[config.mk]
export PLATFORM = sky130hd
export DESIGN_NAME = uart_rx_flat
export DESIGN_NICKNAME = d
export VERILOG_FILES = /design/src/rtl/uart_pkg.sv /design/src/rtl/uart_rx_if.sv /design/src/rtl/uart_rx_sync.sv /design/src/rtl/uart_rx.sv /design/src/flat_wrapper.sv
export SDC_FILE = /design/constraint.sdc
export NUM_CORES = 1
export LEC_CHECK = 0
export BUFFER_PORTS_ARGS = -buffer_cell sky130_fd_sc_hd__buf_2
export CAP_MARGIN = 15
export CORE_UTILIZATION = 40
export CTS_CLUSTER_SIZE = 20
export DETAILED_ROUTE_END_ITERATION = 7
export GPL_TIMING_DRIVEN = 0
export PLACE_DENSITY = 0.59
export SETUP_SLACK_MARGIN = 0.15
export SYNTH_ARGS = -nofsm -noshare
export SYNTH_HDL_FRONTEND = slang
export SYNTH_SLANG_ARGS = --single-unit
[constraint.sdc]
create_clock -name clk -period 4.8 [get_ports clk]
set_input_delay 0.24 -clock clk [delete_from_list [all_inputs] [get_ports clk]]
set_output_delay 0.24 -clock clk [all_outputs]
set_load 0.1 [all_outputs]
[src/rtl/uart_pkg.sv]
// Shared types and constants for the 8n1 UART receive path.
package uart_pkg;

    localparam int   UART_DATA_BITS  = 8;
    localparam logic UART_IDLE_LEVEL = 1'b1;

    typedef enum logic [2:0] {
        ST_IDLE      = 3'd0,
        ST_START     = 3'd1,
        ST_DATA      = 3'd2,
        ST_STOP      = 3'd3,
        ST_WAIT_IDLE = 3'd4
    } uart_rx_state_t;

    function automatic logic maj3(input logic a, input logic b, input logic c);
        return (a & b) | (a & c) | (b & c);
    endfunction

endpackage

[src/rtl/uart_rx_if.sv]
// Byte-side interface of the UART receiver: received data, strobes and debug state.
interface uart_rx_if;
    import uart_pkg::*;

    // o_rx_valid is a single-cycle strobe with no ready: the consumer must take
    // o_rx_data on the cycle o_rx_valid is high. o_rx_frame_err never coincides with it.
    logic [UART_DATA_BITS-1:0] o_rx_data;
    logic                      o_rx_valid;
    logic                      o_rx_frame_err;
    logic                      o_rx_busy;
    uart_rx_state_t            dbg_state;

    modport master (
        output o_rx_data,
        output o_rx_valid,
        output o_rx_frame_err,
        output o_rx_busy,
        output dbg_state
    );

    modport slave (
        input o_rx_data,
        input o_rx_valid,
        input o_rx_frame_err,
        input o_rx_busy,
        input dbg_state
    );

endinterface

[src/rtl/uart_rx_sync.sv]
// Two-flop synchroniser for an asynchronous single-bit input, reset to RESET_VAL.
module uart_rx_sync #(
    parameter logic RESET_VAL = 1'b0
) (
    input  logic clk,
    input  logic rst_n,
    input  logic d,
    output logic q
);

    logic meta;

    always_ff @(posedge clk or negedge rst_n) begin
        if (!rst_n) begin
            meta <= RESET_VAL;
            q    <= RESET_VAL;
        end else begin
            meta <= d;
            q    <= meta;
        end
    end

endmodule

[src/rtl/uart_rx.sv]
// 8n1 LSB-first UART receiver with mid-bit sampling and stop-bit checking.
// Define UART_RX_MAJORITY_VOTE_EN for 2-of-3 majority sampling around each bit centre.
module uart_rx
    import uart_pkg::*;
#(
    parameter int CLKS_PER_BIT = 10
) (
    input  logic     clk,
    input  logic     rst_n,
    input  logic     i_rx_data,
    uart_rx_if.master rx_if
);

    localparam int CNT_BITS = $clog2(CLKS_PER_BIT + 1);
    localparam logic [CNT_BITS-1:0] CNT_HALF = CNT_BITS'((CLKS_PER_BIT - 1) / 2);
    localparam logic [CNT_BITS-1:0] CNT_FULL = CNT_BITS'(CLKS_PER_BIT - 1);
    localparam logic [2:0]          LAST_BIT = 3'(UART_DATA_BITS - 1);

    uart_rx_state_t            state;
    logic [CNT_BITS-1:0]       clk_cnt;
    logic [2:0]                bit_cnt;
    logic [UART_DATA_BITS-1:0] shift_reg;
    logic [UART_DATA_BITS-1:0] data_q;
    logic                      valid_q;
    logic                      ferr_q;
    logic                      busy_q;
    logic                      rx_s;
    logic                      bit_val;

    uart_rx_sync #(.RESET_VAL(UART_IDLE_LEVEL)) u_sync (
        .clk   (clk),
        .rst_n (rst_n),
        .d     (i_rx_data),
        .q     (rx_s)
    );

`ifdef UART_RX_MAJORITY_VOTE_EN
    logic [1:0] early;

    // Cleared in IDLE so a short START half-period still votes with the start level.
    always_ff @(posedge clk or negedge rst_n) begin
        if (!rst_n) begin
            early <= 2'b00;
        end else if (state == ST_IDLE) begin
            early <= 2'b00;
        end else if (clk_cnt == CNT_BITS'(2)) begin
            early[1] <= rx_s;
        end else if (clk_cnt == CNT_BITS'(1)) begin
            early[0] <= rx_s;
        end
    end

    assign bit_val = maj3(early[1], early[0], rx_s);
`else
    assign bit_val = rx_s;
`endif

    always_ff @(posedge clk or negedge rst_n) begin
        if (!rst_n) begin
            state     <= ST_IDLE;
            clk_cnt   <= '0;
            bit_cnt   <= '0;
            shift_reg <= '0;
            data_q    <= '0;
            valid_q   <= 1'b0;
            ferr_q    <= 1'b0;
            busy_q    <= 1'b0;
        end else begin
            valid_q <= 1'b0;
            ferr_q  <= 1'b0;
            case (state)
                ST_IDLE: begin
                    if (rx_s != UART_IDLE_LEVEL) begin
                        state   <= ST_START;
                        clk_cnt <= CNT_HALF;
                        busy_q  <= 1'b1;
                    end
                end
                ST_START: begin
                    if (clk_cnt != '0) begin
                        clk_cnt <= clk_cnt - 1'b1;
                    end else if (bit_val != UART_IDLE_LEVEL) begin
                        state   <= ST_DATA;
                        clk_cnt <= CNT_FULL;
                        bit_cnt <= '0;
                    end else begin
                        state  <= ST_IDLE;
                        busy_q <= 1'b0;
                    end
                end
                ST_DATA: begin
                    if (clk_cnt != '0) begin
                        clk_cnt <= clk_cnt - 1'b1;
                    end else begin
                        shift_reg[bit_cnt] <= bit_val;
                        clk_cnt            <= CNT_FULL;
                        if (bit_cnt == LAST_BIT) begin
                            state <= ST_STOP;
                        end else begin
                            bit_cnt <= bit_cnt + 1'b1;
                        end
                    end
                end
                ST_STOP: begin
                    if (clk_cnt != '0) begin
                        clk_cnt <= clk_cnt - 1'b1;
                    end else if (bit_val == UART_IDLE_LEVEL) begin
                        data_q  <= shift_reg;
                        valid_q <= 1'b1;
                        state   <= ST_IDLE;
                        busy_q  <= 1'b0;
                    end else begin
                        ferr_q <= 1'b1;
                        state  <= ST_WAIT_IDLE;
                    end
                end
                ST_WAIT_IDLE: begin
                    // A held-low line (break) must not retrigger start detection.
                    if (rx_s == UART_IDLE_LEVEL) begin
                        state  <= ST_IDLE;
                        busy_q <= 1'b0;
                    end
                end
                default: begin
                    state  <= ST_IDLE;
                    busy_q <= 1'b0;
                end
            endcase
        end
    end

    assign rx_if.o_rx_data      = data_q;
    assign rx_if.o_rx_valid     = valid_q;
    assign rx_if.o_rx_frame_err = ferr_q;
    assign rx_if.o_rx_busy      = busy_q;
    assign rx_if.dbg_state      = state;

endmodule
[src/flat_wrapper.sv]
// flat-port wrapper written by rule: the top's interface ports become plain ports
module uart_rx_flat import uart_pkg::*;
#(
    parameter int CLKS_PER_BIT = 10
)
  (clk, rst_n, i_rx_data, rx_if_o_rx_data, rx_if_o_rx_valid, rx_if_o_rx_frame_err, rx_if_o_rx_busy, rx_if_dbg_state);
  uart_rx_if rx_if_i ();
  input  logic clk;
  input  logic rst_n;
  input  logic i_rx_data;
  output wire logic [$bits(rx_if_i.o_rx_data)-1:0] rx_if_o_rx_data;
  output wire logic [$bits(rx_if_i.o_rx_valid)-1:0] rx_if_o_rx_valid;
  output wire logic [$bits(rx_if_i.o_rx_frame_err)-1:0] rx_if_o_rx_frame_err;
  output wire logic [$bits(rx_if_i.o_rx_busy)-1:0] rx_if_o_rx_busy;
  output wire logic [$bits(rx_if_i.dbg_state)-1:0] rx_if_dbg_state;
  assign rx_if_o_rx_data = rx_if_i.o_rx_data;
  assign rx_if_o_rx_valid = rx_if_i.o_rx_valid;
  assign rx_if_o_rx_frame_err = rx_if_i.o_rx_frame_err;
  assign rx_if_o_rx_busy = rx_if_i.o_rx_busy;
  assign rx_if_dbg_state = rx_if_i.dbg_state;
  uart_rx #(.CLKS_PER_BIT(CLKS_PER_BIT)) u_core (.clk(clk), .rst_n(rst_n), .i_rx_data(i_rx_data), .rx_if(rx_if_i));
endmodule
==> results of run 1 <==
critical path: stages (launching register included):
cell and delay, ns:
dfrtp_1 0.42, inv_1 0.17, ha_1 0.24, or3b_4 0.44
nor2_4 0.11, and4_4 0.25, buf_12 0.14, mux2_4 0.30
power by group:
group	leakage [uW]	switching, uW	internal, uW
Clock	0.0000505	97.9	130
Sequential	0.000406	40.8	303
Combinational	0.000404	224	113
worst paths after layout:
check,start,to,slack [ns]
worst max-delay path,u_core.clk_cnt[0],u_core.rx_if.o_rx_data[4],2.62
worst min-delay path,rst_n,u_core.shift_reg[0],-0.01
worst max register to register,u_core.clk_cnt[0],u_core.rx_if.o_rx_data[4],2.62
worst min register to register,u_core.u_sync.meta,u_core.u_sync.q,0.36
max in group asynchronous,rst_n,u_core.rx_if.dbg_state[1],4.37
min in group clk,i_rx_data,u_core.u_sync.meta,0.05
logic make-up after synthesis:
family,count (synthesis),share of synthesized area [%]
multiplexers,19,15.78
AND/OR/NAND/NOR,48,17.01
AO/OA/AOI/OAI,17,7.605
flip-flops,31,50.86
adder cells (fa/ha/maj),5,3.925
buffers and inverters,14,4.825
layer usage:
metal	wire, um	part of all wire [%]
met5	0	0
met2	1299	46
met3	93	3.3
met4	57	2.0
met1	1386	49
layout by cell type (no fill, tap or decap), types with 2 or more instances in the layout:
master,Yosys,layout
nor3b_1,2,2
nor3_1,3,3
mux2_4,8,8
and3_1,2,2
clkbuf_8,0,7
nand2_1,10,10
mux2i_1,2,2
nand3_1,9,9
nand4_1,4,4
ha_1,4,4
o21ai_0,5,5
clkbuf_1,2,2
inv_1,7,7
dfrtp_1,29,29
nor2_1,9,9
mux2_2,9,9
a21oi_1,4,4
dfstp_2,2,2
buf_2,4,20
stage by stage:
step	setup WS (ns)	power (uW)	hold slack, ns	cells	instance area, um^2
finish	2.622	909.0	-0.01140	206	1774
global route	2.532	961.2	0.03493	206	1774
CTS	2.621	916.4	0.01060	206	1774
detailed placement	2.644	686.4	0.3207	198	1670
global placement	2.700	675.6	0.3168	198	1670
floorplan	2.639	619.0	-0.05559	134	1530
area by class of cell:
| class | instances | area (um^2) |
|---|---|---|
| fill | 347 | 1887 |
| sequential | 31 | 778.2 |
| multi-input combinational | 89 | 678.2 |
| clock buffer | 7 | 96.34 |
| timing repair buffer | 16 | 80.08 |
| tap | 48 | 60.06 |
| buffer | 7 | 47.55 |
| inverter | 7 | 26.28 |
| clock inverter | 1 | 7.507 |
==> impl_results.md, run 1 <==
* Routed vias/inst at 5.209
* Most frequent cell after synthesis: dfrtp_1
* Critical path peak fanout at 9
* Violated checks: hold timing
* Data arrival, critical path at between 2 and 2.5 ns
* Hold slack at -0.01140 ns
* Initial Utilization at about two fifths
* Post-synth top area share at ~47%
* Routed WL at roughly 2800 um
* Clock sinks at 31
* Run status: complete, but fails checks
* Fmax at 459.1 MHz
* Synthesis-to-finish area growth at 15.94%
* Die ar. at between 0.004 and 0.005 mm^2
* CTS max path bufs at 2
* Endpoints failing setup at 0
* GR peak layer: met2
* Final hold vios at 29
* Avg WL per Cell at between 10 and 15 um
* Synth top cells by count: dfrtp_1 (29), nand2_1 (10), mux2_2 (9), nand3_1 (9), nor2_1 (9)
* Antenna violations before repair at 0
* Pin count of the biggest net entering global routing at 32
* Drt initial violations at 22
* Worst clock skew at ~0.0028 ns
* Via count at ~1100
* Syn_area_per_cell at between 10 and 15 um^2
* Vias in the first global route at roughly 1100
* Grt ovf at 0
* Clk root buf: clkbuf_8
* Cts bufs inserted at 5
* Post-synth EDFFs at 0
* Post-synthesis cell area at 0.001530 mm^2
* Most used DFF post-synth: dfrtp_1
* Leakage dissipation at ~0.00086 uW
* Gp weighted congestion at around 0.8
* Kind of critical path: flop to flop
* GRT met3 Usage at roughly 4.3%
* Worst EP required at between 4 and 5 ns
* Layout cells sized above 1 at 33.54%
* Cts repair resizes at 0
* Max Cap Viol at 0
* CP Launch Type: flop
* Ant. Diodes at 0
* Fin. max-slew vios at 0
* Post-synthesis register bit count at 31
* Die width at about 64 um
* Max-slew headroom at ~55%
* Final Util at around 48%
* Slew at the pin with the worst max-slew slack at 0.6786 ns
* Pwr/cell area at slightly above 500 mW/mm^2
* First-pass GRT wire length at ~5000 um
* DP HPWL at 2020 um
* Ys Warns at 0
* Grt met2 use at about a quarter
* RSZ-0062 raised after global routing: no
* Asr flop ratio synth at between 90% and 100%
* Worst hold path class: input port to async pin
* Worst Setup End Kind: flop
* Core Footprint at 0.003661 mm^2
* Routed Antenna Nets at 0
* Mapped Cells at about 130
* Top cell type by total area after synthesis: dfrtp_1
* Port buffer count at 16
* Clk pin slew, worst setup/hold paths at roughly 0.06 ns
* Clock latency on the worst-skew pair at around 0.29 ns
* Final worst path period share at around 45%
* Drt drc at 0
* Ports at 17
* Synth top area cells: dfrtp_1 (47%), mux2_4 (7.8%), mux2_2 (6.6%), dfstp_2 (3.4%), ha_1 (3.3%)
* H-Tree Level Count at 2
* Met1 usage at 20.34%
* Netlist cell types at 37
* DR pass1 iterations at 4
* Gr usage total at approximately 16%
* # hold bufs at CTS at 0
* Worst-case vdd ir drop at between 400 and 500 uV
* Row cnt at 22
* Net count after synthesis at ~140
* Setup TNS at 0 ns
* Share of the yosys chip area belonging to registers at 50.86%
* Final net count at roughly 160
* Register-to-Register Path Depth at 7
* Postcts setup bufs at 0
* Chip Height at roughly 64 um
* CTS tree: built
* Final min period at ~2.2 ns
No activity file was read; power rests on OpenSTA's default activity.
==> inputs of run 2 (changes only) <==
Settings changed: PLACE_DENSITY 0.59 to 0.61.
Clock period 4.8 ns to 1.9 ns, I/O delays scaled along.
==> run 2 against run 1 <==
Against the previous run:
- flip-flop and latch count unchanged
- worst setup slack lost 2.6 ns
- global-route usage grew 1.1 points
- highest routed layer unchanged
- combinational power rose to 3.5 times the previous value
- clock-buffer cell count down 1
- non-clock buffer count up 14
- clock skew about the same
- die area stayed put
- largest cell class unchanged
- the run ends with setup timing left
- sequential share of layout area shrank 4.4 points
- clock power grew to 3.0 times the previous value
==> impl_results.md, run 2 (synthesis results as in run 1) <==
* Run status: complete, but fails checks
* Violated checks: setup timing
* DR pass1 iterations at 4 (unchanged)
* Clk pwr share at 24.7% (-0.4 points)
* Port buffer count at 16 (unchanged)
* Vias in the first global route at 1220 (+13%)
* Routed vias/inst at 5.441 (+4.5%)
* Flop pwr share at 32.6% (-5.3 points)
* Routed WL at 3271 um (+15%)
* Drt drc at 0 (unchanged)
* Worst hold path class: flop to flop
* Worst Setup End Kind: flop
* Hold Crit Depth at 0
* Fin. max-slew vios at 0 (unchanged)
* Chip Height at 63.85 um (unchanged)
* Ports at 17 (unchanged)
* Synthesis-to-finish area growth at 29.76%
* Worst-case vdd ir drop at 922.5 uV (+110%)
* Critical path peak fanout at 9 (unchanged)
* Max Cap Viol at 0 (unchanged)
* Kind of critical path: flop to flop
* Worst EP required at 2.08 ns (-2.89 ns)
* Comb power frac at 42.7% (+5.7 points)
* Via count at 1197 (+12%)
* Die width at 63.85 um (unchanged)
* Pin count of the biggest net entering global routing at 32 (unchanged)
* Leakage dissipation at 0.0009534 uW (+11%)
* Worst clock skew at 0.002935 ns (+0.0001834 ns)
* Clk root buf: clkbuf_8
* First-pass GRT wire length at 5361 um (+6.7%)
* Core Footprint at 0.003661 mm^2 (unchanged)
* RSZ-0062 raised after global routing: yes
* Row cnt at 22 (unchanged)
* Clock sinks at 31 (unchanged)
* Final hold vios at 0 (-100%)
* Multi-input gate area at 748.2 um^2 (+10%)
* Clk pin slew, worst setup/hold paths at 0.06 ns (about the same)
* Grt ovf at 0 (unchanged)
* Avg WL per Cell at 14.87 um (+8.0%)
* R2R Path Start: u_core.clk_cnt[1]
* Die ar. at 0.004077 mm^2 (unchanged)
* Register-to-Register Path Depth at 7 (unchanged)
* Fmax at 523.4 MHz (+14%)
* Cell total after placement at 198 (unchanged)
* H-Tree Level Count at 2 (unchanged)
* Cts bufs inserted at 5 (unchanged)
* Final net count at 178 (+8.5%)
* Hold path startpoint: u_core.u_sync.meta
* Hold slack at 0.3565 ns (+0.3679 ns)
* P_sw at 1065 uW (+190%)
* Worst reg2reg endpoint: u_core.rx_if.o_rx_data[2]
* Max-slew headroom at 54.15% (-0.61 points)
* Ant. Diodes at 0 (unchanged)
* Final Worst Setup Slack at -0.01061 ns (-2.632 ns)
* Gr usage total at 17.53% (+1.1 points)
* Internal power at 1680 uW (+210%)
* Data arrival, critical path at 2.09 ns (-0.26 ns)
* Hold endpoint: u_core.u_sync.q
* Slew at the pin with the worst max-slew slack at 0.6878 ns (+0.009129 ns)
* Final worst path period share at 100.6% (+55 points)
* Gp weighted congestion at 0.8275 (+1.8%)
* Endpoints failing setup at 8 (+8)
* CTS tree: built
* Antenna violations before repair at 0 (unchanged)
* Pwr/cell area at 1382 mW/mm^2 (+170%)
* Fillers at 327 (-5.8%)
* DP HPWL at 2066 um (+2.3%)
* Sw frac at 38.81% (-1.0 points)
* Register area at 784.5 um^2 (+0.80%)
* CP Launch Type: flop
* CTS max path bufs at 2 (unchanged)
* R2R Setup Slk at -0.01 ns (-2.63 ns)
* Commonest non-fill, non-tap cell in the layout: dfrtp_1
* Initial Utilization at 41.80% (unchanged)
* Commonest cells after routing, fill and taps aside: dfrtp_1 (26), buf_2 (20), nand2_1 (10)
* Setup WS pre-CTS at -0.1049 ns (-2.749 ns)
* Clock latency on the worst-skew pair at 0.29 ns (about the same)
* Routed Antenna Nets at 0 (unchanged)
* Final Non-Filler Cells at 220 (+6.8%)
* Final min period at 1.911 ns (-0.2677 ns)
* Drt initial violations at 55 (+150%)
* Layout cells sized above 1 at 44.19% (+11 points)
run 2: changes by cell type in the layout (fill, tap and decap cells not counted), sizes merged:
cell	delta
buf	+12
bufinv	+1
clkbuf	-1
clkinv	+1
clkinvlp	-1
dlygate4sd3	+2
run 2: power groups by stage:
| stage | sequential, uW | combinational [uW] | clock [uW] |
|---|---|---|---|
| global route | 916 | 1250 | 718 |
| floorplan | 1110 | 484 | 0 |
| finish | 895 | 1170 | 679 |
| detailed placement | 890 | 895 | 0 |
| CTS | 880 | 984 | 688 |
| global placement | 883 | 865 | 0 |
run 2: worst max-delay path, stage by stage, from the launching register on:
cell and delay (ns):
dfrtp_1 0.39, inv_2 0.09, ha_4 0.13, or3b_4 0.41, nor2_4 0.11, and4_4 0.24, buf_12 0.13, mux2_4 0.30
run 2: repair_timing:
action,4_1_cts,5_1_grt
resized for setup,5,12
gates cloned,0,1
endpoints found under the hold margin,30,0
hold buffers,2,0
endpoints found under the setup margin,21,21
pin swaps,3,7
buffers inserted,5,6
run 2: how the worst max path moves through the flow:
stage                            from                         to  slack (ns)  cells after the start
finish              u_core.clk_cnt[1]  u_core.rx_if.o_rx_data[2]       -0.01                      7
global route        u_core.clk_cnt[1]  u_core.rx_if.o_rx_data[7]       -0.07                      7
CTS                 u_core.clk_cnt[0]  u_core.rx_if.o_rx_data[2]       -0.01                      7
detailed placement  u_core.clk_cnt[0]  u_core.rx_if.o_rx_data[2]       -0.10                      7
global placement    u_core.clk_cnt[0]  u_core.rx_if.o_rx_data[0]       -0.09                      7
floorplan           u_core.clk_cnt[0]  u_core.rx_if.o_rx_data[0]       -0.01                      7
run 2: stage by stage:
| stage | utilization, % | instance area (um^2) | total power (uW) | setup TNS (ns) |
|---|---|---|---|---|
| 2_1_floorplan | - | 1551 | 1594 | -0.08047 |
| 3_3_place_gp | 46.21 | 1692 | 1748 | -0.6831 |
| 3_5_place_dp | 46.21 | 1692 | 1786 | -0.7772 |
| 4_1_cts | 51.44 | 1883 | 2552 | -0.04549 |
| 5_1_grt | 54.24 | 1986 | 2880 | -0.4979 |
| 6_report | 54.24 | 1986 | 2745 | -0.04804 |
run 2: cell type report:
cell class                      count  share of cell area (%)
Inverter                            7                   1.323
Multi-Input combinational cell     89                   37.68
Tap cell                           48                   3.025
Clock inverter                      2                   1.764
Timing Repair Buffer               30                   9.830
Clock buffer                        6                   4.159
Buffer                              7                   2.710
Sequential cell                    31                   39.51
run 2: metal layers:
| layer | GRT usage (%) | vias to the layer above | share of wire (%) |
|---|---|---|---|
| met1 | 19.48 | 596 | 42 |
| met4 | 11.65 | 0 | 2.4 |
| met3 | 3.929 | 7 | 4.0 |
| li1 | - | 552 | - |
| met2 | 29.79 | 42 | 51 |
| met5 | 0 | - | 0 |
==> inputs of run 3 (changes only) <==
Settings changed: REMOVE_ABC_BUFFERS set to 1.
==> run 3 against run 2 <==
Against the previous run:
- the run now ends clean
- die area unchanged
- clock skew rose by 0.0032 ns
- clock-buffer cell count is the same
- combinational power fell by 19%
- global-route usage fell by 1.2 points
- highest routed layer unchanged
- via count fell by 6.0%
- largest cell class unchanged
- clock power decreased by 0.6%
- register-to-register slack improved by 0.02 ns
- hold slack worse by 0.0015 ns
- worst setup slack gained 0.018 ns
==> impl_results.md, run 3 (synthesis results as in run 1) <==
* Clock sinks at 31 (unchanged)
* Endpoints failing setup at 0 (-8)
* Ports at 17 (unchanged)
* H-Tree Level Count at 2 (unchanged)
* RSZ-0062 raised after global routing: yes
* Ant. Diodes at 0 (unchanged)
* Max Cap Viol at 0 (unchanged)
* Clk root buf: clkbuf_8
* Port buffer count at 16 (unchanged)
* Worst EP required at 2.07 ns (about the same)
* Cell total after placement at 192 (-3.0%)
* Register area at 782.0 um^2 (-0.32%)
* Worst clock skew at 0.006106 ns (+0.003171 ns)
* Synthesis-to-finish area growth at 22.08%
* Final worst path period share at 99.62% (-0.94 points)
* Pin count of the biggest net entering global routing at 32 (unchanged)
* Worst hold path class: flop to flop
* Layout cells sized above 1 at 41.10% (-3.1 points)
* Data arrival, critical path at 2.06 ns (-0.03 ns)
* Drt drc at 0 (unchanged)
* Slew at the pin with the worst max-slew slack at 0.7023 ns (+0.01457 ns)
* DP HPWL at 1897 um (-8.2%)
* Antenna violations before repair at 0 (unchanged)
* Pwr/cell area at 1365 mW/mm^2 (-1.3%)
* Routed vias/inst at 5.332 (-2.0%)
* Routed WL at 3055 um (-6.6%)
* Final Power at 2550 uW (-7.1%)
* Worst reg2reg endpoint: u_core.rx_if.o_rx_data[5]
* Row cnt at 22 (unchanged)
* Final Non-Filler Cells at 211 (-4.1%)
* Drt initial violations at 59 (+7.3%)
* DR pass1 iterations at 4 (unchanged)
* Commonest cells after routing, fill and taps aside: dfrtp_1 (26), buf_2 (16), nand2_1 (10)
* Hold Crit Depth at 0 (unchanged)
* Final min period at 1.893 ns (-0.01784 ns)
* Leakage dissipation at 0.0008993 uW (-5.7%)
* Gp weighted congestion at 0.8257 (-0.22%)
* CTS max path bufs at 2 (unchanged)
* R2R Path Start: u_core.clk_cnt[0]
* R2R Setup Slk at 0.007 ns (+0.02 ns)
* Run status: finished, final reports clean
* Final net count at 169 (-5.1%)
* Max-slew headroom at 53.18% (-0.97 points)
* Hold path startpoint: u_core.u_sync.meta
* Avg WL per Cell at 14.48 um (-2.6%)
* Routed Antenna Nets at 0 (unchanged)
* CTS tree: built
* Gr usage total at 16.35% (-1.2 points)
* Worst-case vdd ir drop at 1080 uV (+17%)
* Core Footprint at 0.003661 mm^2 (unchanged)
* Fmax at 528.3 MHz (+0.94%)
* Vias in the first global route at 1063 (-13%)
* Register-to-Register Path Depth at 6 (-1)
* Die ar. at 0.004077 mm^2 (unchanged)
* GR peak layer: met2
* Final Worst Setup Slack at 0.007234 ns (+0.01784 ns)
* Worst Setup End Kind: flop
* Grt ovf at 0 (unchanged)
* Fillers at 362 (+11%)
* Via count at 1125 (-6.0%)
* Final Util at 51.03% (-3.2 points)
* GRT met3 Usage at 6.429% (+2.5 points)
* Chip Height at 63.85 um (unchanged)
* Commonest non-fill, non-tap cell in the layout: dfrtp_1
* Die width at 63.85 um (unchanged)
* First-pass GRT wire length at 4961 um (-7.5%)
* Hold endpoint: u_core.u_sync.q
* Multi-input gate area at 714.4 um^2 (-4.5%)
* Cts bufs inserted at 5 (unchanged)
* Clock latency on the worst-skew pair at 0.29 ns (about the same)
* Initial Utilization at 41.80% (unchanged)
* Kind of critical path: flop to flop
* Critical path peak fanout at 5 (-4)
* Fin. max-slew vios at 0 (unchanged)
* Met1 usage at 20.89% (+1.4 points)
* Clk pin slew, worst setup/hold paths at 0.06 ns (about the same)
* Final hold vios at 0 (unchanged)
* Grt met2 use at 25.27% (-4.5 points)
* Setup WS pre-CTS at -0.2199 ns (-0.1151 ns)
* CP Launch Type: flop
-- run 3: timing repair --
action | CTS | global route
endpoints found under the setup margin | 27 | 26
hold endpoints to repair | 30 | 0
setup buffers | 5 | 3
resized for setup | 8 | 4
cloned | 1 | 0
pin swaps | 3 | 3
hold buffers | 2 | 0
-- run 3: final cells by class --
cell class	instances	area share, %
inverter	7	1.407
clock inverter	2	1.875
multi-input combinational	90	38.25
tap	48	3.215
sequential	31	41.86
timing repair buffer	27	8.975
clock buffer	6	4.421
-- run 3: power breakdown --
part | switching, uW | total (uW) | internal [uW]
Clock | 252 | 675 | 424
Combinational | 565 | 944 | 379
Sequential | 161 | 930 | 769
Total | 977 | 2550 | 1570
-- run 3: critical path, stage by stage (launching register included) --
cell and delay, ns:
dfrtp_1 0.39, inv_2 0.09, ha_4 0.13, or3b_4 0.40, nor2_4 0.13, and4_4 0.32
mux2_4 0.31
-- run 3: per-layer routing --
layer / share of wire, % / wire (um)
met2: 48 / 1481
met3: 4.3 / 131
met5: 0 / 0
met1: 46 / 1404
met4: 1.2 / 38
-- run 3: worst max-delay path by stage --
| stage | from | endpoint | slack, ns | cells past startpoint |
|---|---|---|---|---|
| CTS | u_core.clk_cnt[1] | u_core.rx_if.o_rx_data[5] | -0.03 | 6 |
| floorplan | u_core.rx_if.dbg_state[0] | u_core.bit_cnt[0] | -0.38 | 4 |
| detailed placement | u_core.clk_cnt[0] | u_core.rx_if.o_rx_data[5] | -0.22 | 6 |
| global route | u_core.clk_cnt[1] | u_core.rx_if.o_rx_data[7] | -0.05 | 6 |
| finish | u_core.clk_cnt[0] | u_core.rx_if.o_rx_data[5] | 0.007 | 6 |
| global placement | u_core.clk_cnt[0] | u_core.shift_reg[4] | -0.54 | 5 |
-- run 3: stage by stage --
step	TNS [ns]	area (um^2)	hold WS, ns
floorplan	-4.141	1483	-0.2006
global placement	-5.342	1623	0.1677
detailed placement	-2.731	1630	0.1733
CTS	-0.1379	1837	0.3562
global route	-0.2300	1868	0.3635
finish	0	1868	0.3550
